[src/rtl/key_input_unit_pkg.sv]
// Shared constants for the key/switch input peripheral: register word indices
// and the default debounce length.
package key_input_unit_pkg;

  localparam logic [1:0] KIU_LEVEL = 2'd0;
  localparam logic [1:0] KIU_FLAGS = 2'd1;
  localparam logic [1:0] KIU_SW    = 2'd2;
  localparam logic [1:0] KIU_MASK  = 2'd3;

  // 10 ms at the 1 MHz system clock
  localparam int KIU_DEBOUNCE_DEFAULT = 10000;
  localparam int KIU_CNT_W_DEFAULT    = 14;

endpackage

[src/rtl/key_input_unit_if.sv]
// CPU-side bus of the key input unit: word select, strobes, data and interrupt.
interface key_input_unit_if;
  // Handshake: rd and we are single-cycle strobes qualified by addr. There is no
  // valid/ready backpressure: the peripheral is always ready, rdata is valid in
  // the same cycle, and side effects (read-clear, mask write) take effect at the
  // next rising clock edge.
  logic [1:0]  addr;
  logic        rd;
  logic        we;
  logic [31:0] wdata;
  logic [31:0] rdata;
  logic        irq;

  modport master (output addr, rd, we, wdata, input rdata, irq);
  modport slave  (input addr, rd, we, wdata, output rdata, irq);
endinterface

[src/rtl/key_input_unit_debounce.sv]
// One key: two-flop synchroniser, stability counter and accepted level, with a
// press pulse in the cycle before key_level rises.
module key_debounce
  import key_input_unit_pkg::*;
#(
  parameter int DEBOUNCE_CYCLES = KIU_DEBOUNCE_DEFAULT,
  parameter int CNT_W           = KIU_CNT_W_DEFAULT
) (
  input  logic clock,
  input  logic resetn,
  input  logic key_n,
  output logic key_level,
  output logic press_event
);

  localparam logic [CNT_W-1:0] LAST = CNT_W'(DEBOUNCE_CYCLES - 1);

  logic             sync1;
  logic             sync2;
  logic             key_s;
  logic [CNT_W-1:0] cnt;
  logic             accept;

  // Synchroniser idles at 1 so a reset reads as "released".
  always_ff @(posedge clock or negedge resetn) begin
    if (!resetn) begin
      sync1 <= 1'b1;
      sync2 <= 1'b1;
    end else begin
      sync1 <= key_n;
      sync2 <= sync1;
    end
  end

  assign key_s  = ~sync2;
  assign accept = (key_s != key_level) && (cnt == LAST);

  always_ff @(posedge clock or negedge resetn) begin
    if (!resetn) begin
      cnt       <= '0;
      key_level <= 1'b0;
    end else if (key_s == key_level) begin
      cnt <= '0;
    end else if (cnt == LAST) begin
      key_level <= key_s;
      cnt       <= '0;
    end else begin
      cnt <= cnt + CNT_W'(1);
    end
  end

  // Aligned with the edge that raises key_level, so flags set on that same edge.
  assign press_event = accept & key_s;

endmodule

[src/rtl/key_input_unit.sv]
// Memory-mapped key/switch input peripheral: debounced keys, sticky press flags
// cleared on read, switch synchroniser, and a maskable level interrupt.
module key_input_unit
  import key_input_unit_pkg::*;
#(
  parameter int DEBOUNCE_CYCLES = KIU_DEBOUNCE_DEFAULT,
  parameter int CNT_W           = KIU_CNT_W_DEFAULT
) (
  input  logic             clock,
  input  logic             resetn,
  input  logic [3:0]       key_n,
  input  logic [9:0]       sw,
  key_input_unit_if.slave  bus
);

  logic [3:0]  key_level;
  logic [3:0]  press_event;
  logic [9:0]  sw_meta;
  logic [9:0]  sw_sync;
  logic [3:0]  press_flags;
  logic [3:0]  press_flags_next;
  logic [3:0]  irq_mask;
  logic [3:0]  irq_mask_next;
  logic        clr;
  logic        irq_q;
  logic [31:0] rdata;
  logic        unused_wdata;

  for (genvar k = 0; k < 4; k++) begin : g_key
    key_debounce #(
      .DEBOUNCE_CYCLES(DEBOUNCE_CYCLES),
      .CNT_W          (CNT_W)
    ) u_debounce (
      .clock      (clock),
      .resetn     (resetn),
      .key_n      (key_n[k]),
      .key_level  (key_level[k]),
      .press_event(press_event[k])
    );
  end

  always_ff @(posedge clock or negedge resetn) begin
    if (!resetn) begin
      sw_meta <= '0;
      sw_sync <= '0;
    end else begin
      sw_meta <= sw;
      sw_sync <= sw_meta;
    end
  end

  // A press coinciding with a clearing read survives: set wins over clear.
  assign clr              = bus.rd && (bus.addr == KIU_FLAGS);
  assign press_flags_next = (press_flags & ~{4{clr}}) | press_event;
  assign irq_mask_next    = (bus.we && (bus.addr == KIU_MASK)) ? bus.wdata[3:0] : irq_mask;

  always_ff @(posedge clock or negedge resetn) begin
    if (!resetn) begin
      press_flags <= '0;
      irq_mask    <= '0;
      irq_q       <= 1'b0;
    end else begin
      press_flags <= press_flags_next;
      irq_mask    <= irq_mask_next;
      irq_q       <= |(press_flags_next & irq_mask_next);
    end
  end

  always_comb begin
    rdata = '0;
    case (bus.addr)
      KIU_LEVEL: rdata = {28'b0, key_level};
      KIU_FLAGS: rdata = {28'b0, press_flags};
      KIU_SW:    rdata = {22'b0, sw_sync};
      KIU_MASK:  rdata = {28'b0, irq_mask};
      default:   rdata = '0;
    endcase
  end

  assign bus.rdata    = rdata;
  assign bus.irq      = irq_q;
  assign unused_wdata = ^bus.wdata[31:4];

endmodule
[src/flat_wrapper.sv]
// flat-port wrapper written by rule: the top's interface ports become plain ports
module key_input_unit_flat import key_input_unit_pkg::*;
#(
  parameter int DEBOUNCE_CYCLES = KIU_DEBOUNCE_DEFAULT,
  parameter int CNT_W           = KIU_CNT_W_DEFAULT
)
  (clock, resetn, key_n, sw, bus_addr, bus_rd, bus_we, bus_wdata, bus_rdata, bus_irq);
  key_input_unit_if bus_i ();
  input  logic clock;
  input  logic resetn;
  input  logic [3:0] key_n;
  input  logic [9:0] sw;
  input wire logic [$bits(bus_i.addr)-1:0] bus_addr;
  input wire logic [$bits(bus_i.rd)-1:0] bus_rd;
  input wire logic [$bits(bus_i.we)-1:0] bus_we;
  input wire logic [$bits(bus_i.wdata)-1:0] bus_wdata;
  output wire logic [$bits(bus_i.rdata)-1:0] bus_rdata;
  output wire logic [$bits(bus_i.irq)-1:0] bus_irq;
  assign bus_i.addr = bus_addr;
  assign bus_i.rd = bus_rd;
  assign bus_i.we = bus_we;
  assign bus_i.wdata = bus_wdata;
  assign bus_rdata = bus_i.rdata;
  assign bus_irq = bus_i.irq;
  key_input_unit #(.DEBOUNCE_CYCLES(DEBOUNCE_CYCLES), .CNT_W(CNT_W)) u_core (.clock(clock), .resetn(resetn), .key_n(key_n), .sw(sw), .bus(bus_i));
endmodule
[config.mk]
export PLATFORM = sky130hd
export DESIGN_NAME = key_input_unit_flat
export DESIGN_NICKNAME = d
export VERILOG_FILES = /design/src/rtl/key_input_unit_pkg.sv /design/src/rtl/key_input_unit_if.sv /design/src/rtl/key_input_unit_debounce.sv /design/src/rtl/key_input_unit.sv /design/src/flat_wrapper.sv
export SDC_FILE = /design/constraint.sdc
export NUM_CORES = 1
export LEC_CHECK = 0
export BUFFER_PORTS_ARGS = -buffer_cell sky130_fd_sc_hd__buf_2
export CAP_MARGIN = 20
export CORE_MARGIN = 4
export CORE_UTILIZATION = 40
export CTS_BUF_LIST = sky130_fd_sc_hd__clkbuf_8
export DETAILED_ROUTE_END_ITERATION = 16
export PLACE_DENSITY_LB_ADDON = 0.12
export REMOVE_ABC_BUFFERS = 1
export SLEW_MARGIN = 20
export SYNTH_ARGS = -nofsm -noshare
export SYNTH_HDL_FRONTEND = slang
export SYNTH_HIERARCHICAL = 1
export SYNTH_SLANG_ARGS = --single-unit
[constraint.sdc]
create_clock -name clock -period 3.61 [get_ports clock]
set_clock_uncertainty 0.05 [all_clocks]
set_input_delay 0.5415 -clock clock [delete_from_list [all_inputs] [get_ports clock]]
set_output_delay 0.5415 -clock clock [all_outputs]
set_load 0.01 [all_outputs]
==> results <==
- Dividing total power by cell area gives a power density of ~400 mW/mm^2.
- The width of the die is 112 microns.
- The clock passes through at most 2 buffers.
- The root buffer selected by CTS is sky130_fd_sc_hd__clkbuf_8.
- The sequential cell area is 0.00244 sq mm.
- The number of placed instances, taps included, is between 500 and 600.
- Fill cells in the final layout number ~1,000.
- The number of placement rows is 37.
- The clock tree synthesis step divided the H-tree into 3 levels.
- Synthesis inferred 97 register bits.
- At the end of routability-driven placement, the weighted congestion stood at ~0.76.
- The endpoint class of the critical path is a primary output.
- The commonest cells after synthesis are sky130_fd_sc_hd__dfrtp_1, sky130_fd_sc_hd__nor2_1, sky130_fd_sc_hd__xnor2_1.
- The via count of the first global-routing pass is ~2,600.
- Of the cells placed in the final design, the portion with a size suffix greater than 1 is approximately 18%.
- Using the TritonRoute via totals, the vias-per-cell ratio works out to around 4.7.
- From synthesis to final layout, the design area changed by 9.07%.
- The cell repeated most along the worst path is sky130_fd_sc_hd__buf_2.
- The type of element launching the critical path is an input port.
- Detailed placement ended at an HPWL of 5.32 mm.
- Summing every instance area after synthesis gives 0.00436 sq mm.
- The synthesized area per cell is around 11 sq um.
- After synthesis, the largest area contributor takes up roughly half of total cell area.
- After clock tree synthesis, the clock-pin slew on the worst setup and hold paths is about 0.080 ns.
- The count of nets left with antenna violations once routing finished came out at 0.
- The portion of the clock cycle consumed by the worst path in the final layout is roughly three fifths.
- The final sum of negative setup slack is 0 ns.
- The buffers plus inverters on the worst setup path is 2.
- On the critical path the largest part of the delay comes from multiplexers.
- The core region is ~0.010 sq mm.
- For this configuration, the core starts out at a cell density of about two fifths.
- The share of flip-flops with an asynchronous set or reset after synthesis is between 90% and 100%.
- Along the worst path, the maximum fanout reaches 7.
- The overflow left after global routing is 0.
- The floorplan die area is 0.0126 sq mm.
- The total power is roughly 0.0019 W.
- For this block, the via count after detailed routing is ~2,700.
- The number of pins exceeding their max-slew limit in the final report is 0.
- 85 I/O pins were placed.
- The count of unique library cells instantiated by Yosys is 32.
- In the routed design, unresolved DRC markers number 0.
- Data arrives at the worst endpoint at 1.56 ns.
- The signal on the critical path passes through buf_2 > mux4_1 > buf_2.
- Hold repair after CTS inserted 0 buffers.
- The sequential element share of the synthesized area is roughly 56%.
- In the global route stage, overall resource usage came out at approximately 13%.
- After the first detailed-routing iteration, the DRC count stood at around 130.
- The flow ran to the end, and the final reports show no timing, DRC or antenna violations.
- During synthesis, Yosys emitted a total of 6 warnings.
- The final hold violation count is 0.
- Setup violations remaining at the end of the flow were counted as 0.
- The worst setup path is of the in -> out kind.
- The first global-routing pass estimated approximately 13 mm of wire.
- The die span in y is about 110 microns.
- For this run, the top clock speed supported by timing is 0.465 GHz.
- In this run the worst hold path is classified as in -> async.
- The clock tree from TritonCTS is done.
- For this run, the slowest stage of the critical path takes roughly 0.63 ns.
- The clock net sink count is 97.
- The first detailed-routing pass ran for 4 iterations.
- After the flow finishes, the layout carries non-filler instances totaling roughly 560.
- Dividing the detail-routed wire length by the instance count gives around 13 microns.
- The multi-input gate area in the final layout is approximately 0.0017 sq mm.
- In this run, CTS created clock tree buffers numbering 9.
- The buffers inserted during post-CTS setup optimization is 0.
- The cell count after synthesis is roughly 380.
- Entering global routing, the biggest net connects 51 pins.
- The later pin in the worst-skew pair is clocked with a latency of around 0.36 ns.
- The number of antenna diodes is 0.
- The most used flip-flop cell after synthesis is sky130_fd_sc_hd__dfrtp_1.
- The slowest library cell on the worst path is sky130_fd_sc_hd__mux4_1.
- The number of gates resized after CTS is 0.
- The required time of the worst setup path is 3.02 ns.
- The time the worst path needs with I/O delays and setup is around 2.2 ns.
- The worst slew margin relative to its limit is between 50% and 60%.
- The number of antenna violations at the first check in global routing is 0.
- Setup repair after global routing left no endpoint under its margin.
- The number of enable flip-flop cells after synthesis is 0.
- In the post-synthesis netlist, the biggest area contributors are sky130_fd_sc_hd__dfrtp_1, sky130_fd_sc_hd__xnor2_1, sky130_fd_sc_hd__nor2_1.
- Summed over all cells, the static leakage comes to 2.09 nW.
- During placement, the flow inserted port buffers numbering 34.
- Of all cell types, the one taking the most synthesized area is sky130_fd_sc_hd__dfrtp_1.
- The wire length reported by the detailed router is 7.59 mm.
- The worst supply voltage drop on vdd is 0.000227 V.
- The max capacitance violation total is 0.
- Yosys instantiated no cell more often than sky130_fd_sc_hd__dfrtp_1.
- The slew at the pin closest to its max-slew limit is around 0.63 ns.
- In the final design database the tool counted 481 nets.
[routing by layer]
layer | up-vias | global-route usage [%] | part of all wire (%)
met2 | 40 | 19.8 | 48
met1 | 1296 | 16.9 | 48
li1 | 1312 | - | -
met4 | 0 | 4.01 | 1.1
met3 | 8 | 4.04 | 3.4
met5 | - | 0 | 0
[path summary, 6_finish.rpt]
check / start / end / slack [ns] / cells after the start
max: bus_addr[0] / bus_rdata[1] / 1.46 / 3
min: resetn / u_core/g_key[2].u_debounce/cnt[8]$_DFF_PN0_ / 0.15 / 1
max reg2reg: u_core/g_key[2].u_debounce/cnt[6]$_DFF_PN0_ / u_core/bus.irq$_DFF_PN0_ / 1.46 / 6
min reg2reg: u_core/sw_meta[6]$_DFF_PN0_ / u_core/sw_sync[6]$_DFF_PN0_ / 0.30 / 0
max in group asynchronous: resetn / u_core/g_key[1].u_debounce/sync2$_DFF_PN1_ / 2.63 / 2
min in group clock: key_n[3] / u_core/g_key[3].u_debounce/sync1$_DFF_PN1_ / 0.23 / 1
[power by group]
part           switching (W)  leakage, nW  internal, W
sequential         0.0000230         1.26      0.00112
clock               0.000360       0.0981     0.000286
combinational      0.0000754        0.724    0.0000469
[cell type report]
cell class	instances	area share, %
clock inverter	5	0.684
sequential	97	51.3
inverter	8	0.632
tap	136	3.58
clock buffer	11	3.18
timing repair buffer	35	4.05
multi-input combinational	270	36.6
[metrics by stage]
step / hold WS (ns) / instance area (sq um) / setup WS [ns] / utilization (%)
after floorplan: 0.196 / 4210 / 1.66 / -
after global placement: 0.283 / 4570 / 1.45 / 43.7
after detailed placement: 0.285 / 4570 / 1.45 / 43.7
after CTS: 0.148 / 4750 / 1.44 / 45.4
after global routing: 0.176 / 4750 / 1.35 / 45.4
final: 0.150 / 4750 / 1.46 / 45.4
[state kept, by name, summed over array words and instances, names as in the netlist]
register,flops
u_core/g_key.u_debounce/sync2,4
u_core/press_flags,4
u_core/g_key.u_debounce/cnt,56
u_core/bus.irq,1
u_core/g_key.u_debounce/key_level,4
u_core/sw_meta,10
u_core/irq_mask,4
u_core/sw_sync,10
u_core/g_key.u_debounce/sync1,4
[worst register-to-register path, delay by kind of cell (launching register included)]
kind	cells	cell delay, ns
and+or+nand+nor	4	1.40
DFF	1	0.43
AOI/OAI and AO/OA	2	0.21
[cells in the final DEF (no fill, tap or decap), types with 4 or more instances in the layout]
cell and instances:
sky130_fd_sc_hd__o21ai_0 4, sky130_fd_sc_hd__dfrtp_1 89, sky130_fd_sc_hd__conb_1 22, sky130_fd_sc_hd__and3_2 4, sky130_fd_sc_hd__buf_2 33, sky130_fd_sc_hd__xor2_1 4, sky130_fd_sc_hd__xnor2_1 48, sky130_fd_sc_hd__a21o_1 4
sky130_fd_sc_hd__nor2_1 68, sky130_fd_sc_hd__nand2_1 17, sky130_fd_sc_hd__and2_1 6, sky130_fd_sc_hd__nand4_1 12, sky130_fd_sc_hd__inv_1 10, sky130_fd_sc_hd__nor3_1 20, sky130_fd_sc_hd__or4_4 4, sky130_fd_sc_hd__dfstp_2 8
sky130_fd_sc_hd__clkbuf_8 11, sky130_fd_sc_hd__or3_1 4, sky130_fd_sc_hd__or4b_1 4, sky130_fd_sc_hd__ha_1 8, sky130_fd_sc_hd__nor4_1 4, sky130_fd_sc_hd__nand2_4 4, sky130_fd_sc_hd__nand3_1 20
[logic make-up (layout without fill, tap and decap cells)]
kind of cell             Yosys count  after routing  synth area share, %
AND/OR/NAND/NOR                  170            170                 20.0
flip-flops                        97             97                 55.9
XOR/XNOR                          52             52                 10.4
buffers and inverters             35             59                 5.97
AO/OA/AOI/OAI                     10             10                 1.72
adder cells (fa/ha/maj)            8              8                 2.30
multiplexers                       8              8                 3.53
other                              1             22               0.0860
(Power assumes the default switching activity.)
